--- src/rtl/majority_pkg.sv ---
// Shared helpers for N-input majority voters: bit majority, clog2 and
// elaboration-time parameter legality.
package majority_pkg;

   localparam int MAX_N_IN = 15;

   function automatic int clog2(input int value);
      int res;
      res = 0;
      while ((32'sd1 <<< res) < value) begin
         res = res + 1;
      end
      return res;
   endfunction

   // Channels above n are ignored so one function serves every voter width.
   function automatic logic maj_bit(input logic [MAX_N_IN-1:0] vec, input int n);
      int ones;
      ones = 0;
      for (int i = 0; i < MAX_N_IN; i++) begin
         if ((i < n) && vec[i]) begin
            ones = ones + 1;
         end else begin
            ones = ones + 0;
         end
      end
      return (ones > (n / 2));
   endfunction

   function automatic bit params_ok(input int n_in, input int width,
                                    input int thresh, input int cnt_w);
      return ((n_in % 2) == 1) && (n_in >= 3) && (n_in <= MAX_N_IN) &&
             (width >= 1) && (thresh >= 1) && (thresh <= 255) && (cnt_w >= 1);
   endfunction

endpackage

--- src/rtl/majority_bit_n.sv ---
// Combinational N_IN-input single-bit majority gate.
module majority_bit_n
   import majority_pkg::*;
#(
   parameter int N_IN = 3
) (
   input  logic [N_IN-1:0] bits_i,
   output logic            maj_o
);

   logic [MAX_N_IN-1:0] padded_s;

   // Zero-extend the column to the package function's fixed width.
   always_comb begin
      padded_s = {MAX_N_IN{1'b0}};
      padded_s[N_IN-1:0] = bits_i;
      maj_o = maj_bit(padded_s, N_IN);
   end

endmodule

--- src/rtl/majority_voter_n.sv ---
// N-input, WIDTH-bit bitwise majority voter with registered vote,
// per-channel disagreement streaks, sticky fault flags and a mismatch counter.
module majority_voter_n
   import majority_pkg::*;
#(
   parameter int N_IN         = 3,
   parameter int WIDTH        = 8,
   parameter int FAULT_THRESH = 4,
   parameter int CNT_W        = 8
) (
   input  logic                  clk,
   input  logic                  rst,
   input  logic                  in_valid,
   input  logic [N_IN*WIDTH-1:0] in_data,
   input  logic                  clear_faults,
   output logic [WIDTH-1:0]      vote_out,
   output logic                  out_valid,
   output logic                  unanimous,
   output logic [N_IN-1:0]       disagree,
   output logic [N_IN-1:0]       fault,
   output logic [CNT_W-1:0]      mismatch_cnt
);

   localparam int STREAK_W = clog2(FAULT_THRESH + 1);
   localparam logic [STREAK_W-1:0] STREAK_MAX = STREAK_W'(FAULT_THRESH);
   localparam logic [STREAK_W-1:0] STREAK_ONE = STREAK_W'(32'd1);
   localparam logic [CNT_W-1:0]    CNT_MAX    = {CNT_W{1'b1}};
   localparam logic [CNT_W-1:0]    CNT_ONE    = CNT_W'(32'd1);

   if (!params_ok(N_IN, WIDTH, FAULT_THRESH, CNT_W)) begin : g_param_check
      $error("majority_voter_n: illegal parameters N_IN=%0d WIDTH=%0d FAULT_THRESH=%0d CNT_W=%0d",
             N_IN, WIDTH, FAULT_THRESH, CNT_W);
   end

   logic [WIDTH-1:0]    vote_s;
   logic [N_IN-1:0]     disagree_s;

   logic [WIDTH-1:0]    vote_q,      vote_d;
   logic                out_valid_q, out_valid_d;
   logic                unanimous_q, unanimous_d;
   logic [N_IN-1:0]     disagree_q,  disagree_d;
   logic [N_IN-1:0]     fault_q,     fault_d;
   logic [CNT_W-1:0]    cnt_q,       cnt_d;
   logic [STREAK_W-1:0] streak_q [N_IN];
   logic [STREAK_W-1:0] streak_d [N_IN];

   for (genvar b = 0; b < WIDTH; b++) begin : g_bit
      logic [N_IN-1:0] col_s;

      // Gather bit b of every channel into one voting column.
      always_comb begin
         col_s = {N_IN{1'b0}};
         for (int i = 0; i < N_IN; i++) begin
            col_s[i] = in_data[i*WIDTH + b];
         end
      end

      majority_bit_n #(.N_IN(N_IN)) u_maj (
         .bits_i (col_s),
         .maj_o  (vote_s[b])
      );
   end

   // A channel disagrees if any of its bits differs from the vote.
   always_comb begin
      disagree_s = {N_IN{1'b0}};
      for (int i = 0; i < N_IN; i++) begin
         disagree_s[i] = |(in_data[i*WIDTH +: WIDTH] ^ vote_s);
      end
   end

   // Next-state for the output stage, streaks, faults and mismatch counter.
   always_comb begin
      vote_d      = vote_q;
      out_valid_d = 1'b0;
      unanimous_d = 1'b0;
      disagree_d  = {N_IN{1'b0}};
      fault_d     = fault_q;
      cnt_d       = cnt_q;
      for (int i = 0; i < N_IN; i++) begin
         streak_d[i] = streak_q[i];
      end

      if (in_valid) begin
         vote_d      = vote_s;
         out_valid_d = 1'b1;
         disagree_d  = disagree_s;
         unanimous_d = (disagree_s == {N_IN{1'b0}});
         if ((disagree_s != {N_IN{1'b0}}) && (cnt_q != CNT_MAX)) begin
            cnt_d = cnt_q + CNT_ONE;
         end else begin
            cnt_d = cnt_q;
         end
      end else begin
         vote_d = vote_q;
      end

      // Clear beats a coincident sample: its disagreement is not counted.
      if (clear_faults) begin
         fault_d = {N_IN{1'b0}};
         for (int i = 0; i < N_IN; i++) begin
            streak_d[i] = {STREAK_W{1'b0}};
         end
      end else if (in_valid) begin
         for (int i = 0; i < N_IN; i++) begin
            if (disagree_s[i]) begin
               if (streak_q[i] != STREAK_MAX) begin
                  streak_d[i] = streak_q[i] + STREAK_ONE;
               end else begin
                  streak_d[i] = streak_q[i];
               end
               if (streak_d[i] == STREAK_MAX) begin
                  fault_d[i] = 1'b1;
               end else begin
                  fault_d[i] = fault_q[i];
               end
            end else begin
               streak_d[i] = {STREAK_W{1'b0}};
            end
         end
      end else begin
         fault_d = fault_q;
      end
   end

   // State registers with synchronous reset overriding everything.
   always_ff @(posedge clk) begin
      if (rst) begin
         vote_q      <= {WIDTH{1'b0}};
         out_valid_q <= 1'b0;
         unanimous_q <= 1'b0;
         disagree_q  <= {N_IN{1'b0}};
         fault_q     <= {N_IN{1'b0}};
         cnt_q       <= {CNT_W{1'b0}};
         for (int i = 0; i < N_IN; i++) begin
            streak_q[i] <= {STREAK_W{1'b0}};
         end
      end else begin
         vote_q      <= vote_d;
         out_valid_q <= out_valid_d;
         unanimous_q <= unanimous_d;
         disagree_q  <= disagree_d;
         fault_q     <= fault_d;
         cnt_q       <= cnt_d;
         for (int i = 0; i < N_IN; i++) begin
            streak_q[i] <= streak_d[i];
         end
      end
   end

   assign vote_out     = vote_q;
   assign out_valid    = out_valid_q;
   assign unanimous    = unanimous_q;
   assign disagree     = disagree_q;
   assign fault        = fault_q;
   assign mismatch_cnt = cnt_q;

endmodule

--- config.mk ---
export PLATFORM = sky130hd
export DESIGN_NAME = majority_voter_n
export DESIGN_NICKNAME = d
export VERILOG_FILES = /design/src/rtl/majority_pkg.sv /design/src/rtl/majority_bit_n.sv /design/src/rtl/majority_voter_n.sv
export SDC_FILE = /design/constraint.sdc
export NUM_CORES = 1
export LEC_CHECK = 0
export ABC_AREA = 1
export CAP_MARGIN = 20
export CORE_ASPECT_RATIO = 0.6
export CORE_MARGIN = 1.5
export CORE_UTILIZATION = 47
export CTS_CLUSTER_DIAMETER = 80
export DETAILED_ROUTE_END_ITERATION = 12
export HOLD_SLACK_MARGIN = 0.05
export PLACE_DENSITY_LB_ADDON = 0.1
export REMOVE_ABC_BUFFERS = 1
export SYNTH_ARGS = -nofsm -noshare
export SYNTH_HDL_FRONTEND = slang
export SYNTH_SLANG_ARGS = --single-unit
--- constraint.sdc ---
create_clock -name clk -period 1.8 [get_ports clk]
set_clock_uncertainty 0.15 [all_clocks]
set_input_delay 0.27 -clock clk [delete_from_list [all_inputs] [get_ports clk]]
set_output_delay 0.27 -clock clk [all_outputs]
set_load 0.1 [all_outputs]
==> flow_summary.ini, run 1 <==
[run_status]
outcome = complete, but fails checks
failed_checks = setup timing

[setup_path]
cp-end-kind = flop
slowest_delay_ps = 220
path_max_fanout = 3
r2r_start = mismatch_cnt[0]$_SDFFE_PP0P_
criticalPathCategory = in -> reg
startpoint = in_data[0]
crit_path_cell_trace = buf_4 -> buf_6 -> ha_4 -> nand2_4 -> nand3_4 -> nand2_1 -> nand2_1 -> nor2_1 -> nand2_1 -> nor2_4 -> buf_4 -> nor2_1 -> a21oi_1 -> nor2_1
critPathLaunchType = input port
slowest_stage = nor2_4
crit_required_ps = 1830
cp.arrival_ps = 2130

[floorplanning]
die_h_um = 59.9
rows = 20
start_util_pct = 49.4
die-area_um2 = 5860
die_w_um = 97.8
core_area_um2 = 5130
ioPinCount = 52

[route]
drt-vias-per-instance = 5.73
dr.pass1.iters = 5
drtAntennaViolNets = 0
drc = 0
drt_iter0_markers = 194
finalWirelength_um = 10900
wl_per_cell_um = 18.4
num_vias = 3392

[place]
hpwl_um = 5160
dpl_cell_area_um2 = 3710
gp_congestion = 0.855
port_buffers = 51
dp_cells = 558

[synthesis]
ys_seq_area_share_pct = 26.1
syn_area_um2 = 2530
yosysWarnings = 0
yosys.area.top_type_share_pct = 26.1
synth.avg_cell_area_um2 = 6.37
synth_largest_area_cell = dfxtp_1
synth.area.top_cells = dfxtp_1 26%, nand2_1 16%, ha_1 11%
ys_ff_latch = 33
synthesis.instances = 398
synth_cell_types = 28

[finish]
nets = 576
stdcell_count = 592
drive_gt1_share_pct = 49.8
fillerInstances = 219
area_delta_synth_final_pct = 81.3
final_area_um2 = 4600
n_antenna_cell = 0

[flow_run]
maxCapViolCount = 0

[grt]
antenna_found_initial = 0
top_usage_layer = met2
grt_overflow_total = 0
grt_pass1_vias = 3008
grt_first_pass_wirelength_um = 13500
grt_max_degree = 15
use_met3_pct = 5.85
grt_usage_pct = 29.1
met2_usage_pct = 53.2
grt_util_met1_pct = 34.4

[timing]
drv_slew = 0
hold_ws_ps = 341
max_slew_margin_pct = 71.8
final-hold-violation-count = 0
tns_ps = -3010
final.setup.worst_slack_ps = -302
worst_pin_slew_ps = 419
clock.fmax_mhz = 476
period_share_pct = 117
period_minus_slack_ps = 2100
setup_viol = 18
rsz0062_at_grt = true

[clock_tree]
htreeDepth = 2
cts_sinks = 33
clk_latency_ps = 300
cts_tree = built
cts_made_buffers = 5
cts.path.max_buffers = 2
cts_hold_buf = 0
ctsRootBufferMaster = clkbuf_8
path_clk_slew_ps = 70

[worst_hold_path]
worstHoldPathType = reg -> reg
hold_start = streak_q[0][4]$_SDFFE_PP0P_

[power]
leakage_nw = 2.20
power_mw = 2.69
power.density_nw_per_um2 = 586
vdd_drop_max_v = 0.000570
-- cell families after synthesis --
kind of cell	synth area share [%]
and+or+nand+nor	42.3
buffers and inverters	13.0
DFF	26.1
AOI/OAI and AO/OA	5.87
adders and majority gates	11.4
xor gates and xnor gates	1.38
-- path summary, 6_finish.rpt --
| check | to | slack (ps) | depth (start not counted) |
|---|---|---|---|
| worst max-delay path | streak_q[0][2]$_SDFFE_PP0P_ | -300 | 14 |
| worst min-delay path | streak_q[0][4]$_SDFFE_PP0P_ | 340 | 2 |
| worst max register to register | mismatch_cnt[5]$_SDFFE_PP0P_ | -70 | 9 |
| worst min register to register | streak_q[0][4]$_SDFFE_PP0P_ | 340 | 2 |
-- worst max-delay path: cells and delay by family --
family                   cells  cell delay (ps)
adder cells (fa/ha/maj)      1              180
AO/OA/AOI/OAI                1              220
AND/OR/NAND/NOR              9             1030
buffers and inverters        3              420
-- synth_stat cells (all sizes together) --
library cell    n
buf             3
nor4            3
nor2           52
xnor2           1
nor3            5
inv            75
o211ai          2
nand4          17
ha             23
a21oi          12
dfxtp          33
xor2            3
or2             4
nand2         115
clkinv          2
nand3          29
clkbuf          5
o21ai          14
-- final cells by class --
class	count	area (um2)	area share (%)
timing repair buffer	127	1340	29.0
multi-input combinational	281	2070	45.1
sequential	33	661	14.4
tap	66	82.6	1.80
clock buffer	5	68.8	1.50
clock inverter	3	65.1	1.42
inverter	77	312	6.78
-- where the power goes --
group          switching, mW  internal (mW)
Sequential            0.0310          0.758
Clock                  0.320          0.550
Combinational          0.608          0.423
Total                  0.959           1.73
-- state kept, by name (all words and copies together) (netlist names) --
register,count
disagree,3
fault,3
mismatch_cnt,8
out_valid,1
streak_q,9
unanimous,1
vote_out,8
-- metrics by stage --
step                      utilization, %  setup slack, ps
after floorplan                        -             -835
after global placement              72.3             -753
after detailed placement            72.3             -825
after CTS                           82.8            -20.4
after global routing                89.6             -341
final                               89.6             -302
-- metal layers --
| layer | up-vias | share of wire, % |
|---|---|---|
| met5 | - | 0 |
| met4 | 0 | 4.5 |
| met3 | 66 | 9.1 |
| met2 | 220 | 48 |
| met1 | 1612 | 39 |
| li1 | 1494 | - |
-- cell usage in the layout (no fill, tap or decap), drive strengths merged --
| cell | n |
|---|---|
| a21oi | 12 |
| buf | 116 |
| bufinv | 2 |
| clkbuf | 7 |
| clkdlybuf4s15 | 1 |
| clkdlybuf4s50 | 3 |
| clkinv | 3 |
| dfxtp | 33 |
| dlygate4sd2 | 5 |
| ha | 23 |
| inv | 75 |
| nand2 | 115 |
| nand3 | 30 |
| nand4 | 17 |
| nor2 | 52 |
| nor3 | 5 |
| nor4 | 3 |
| o211ai | 2 |
| o21ai | 14 |
| or2 | 4 |
| xnor2 | 1 |
| xor2 | 3 |
-- timing repair --
| item | in CTS | in global routing |
|---|---|---|
| resized for setup | 159 | 88 |
| hold endpoints to repair | 0 | 0 |
| gates cloned | 1 | 0 |
| setup endpoints to repair | 24 | 21 |
| pin swaps | 49 | 49 |
| setup buffers | 15 | 10 |
Note: power is estimated with default switching activity, not from simulation.
==> run 2, diff against run 1 <==
--- a/config.mk
+++ b/config.mk
@@ -10,7 +10,7 @@
 export CORE_ASPECT_RATIO = 0.6
 export CORE_MARGIN = 1.5
 export CORE_UTILIZATION = 47
-export CTS_CLUSTER_DIAMETER = 80
+export CTS_CLUSTER_DIAMETER = 120
 export DETAILED_ROUTE_END_ITERATION = 12
 export HOLD_SLACK_MARGIN = 0.05
 export PLACE_DENSITY_LB_ADDON = 0.1
==> results of run 2 <==
No change in the layout: final DEF, timing and power equal those of run 1.
==> run 3, diff against run 2 <==
--- a/config.mk
+++ b/config.mk
@@ -15,6 +15,7 @@
 export HOLD_SLACK_MARGIN = 0.05
 export PLACE_DENSITY_LB_ADDON = 0.1
 export REMOVE_ABC_BUFFERS = 1
+export SLEW_MARGIN = 0
 export SYNTH_ARGS = -nofsm -noshare
 export SYNTH_HDL_FRONTEND = slang
 export SYNTH_SLANG_ARGS = --single-unit
==> results of run 3 <==
No change in the layout: final DEF, timing and power equal those of run 1.
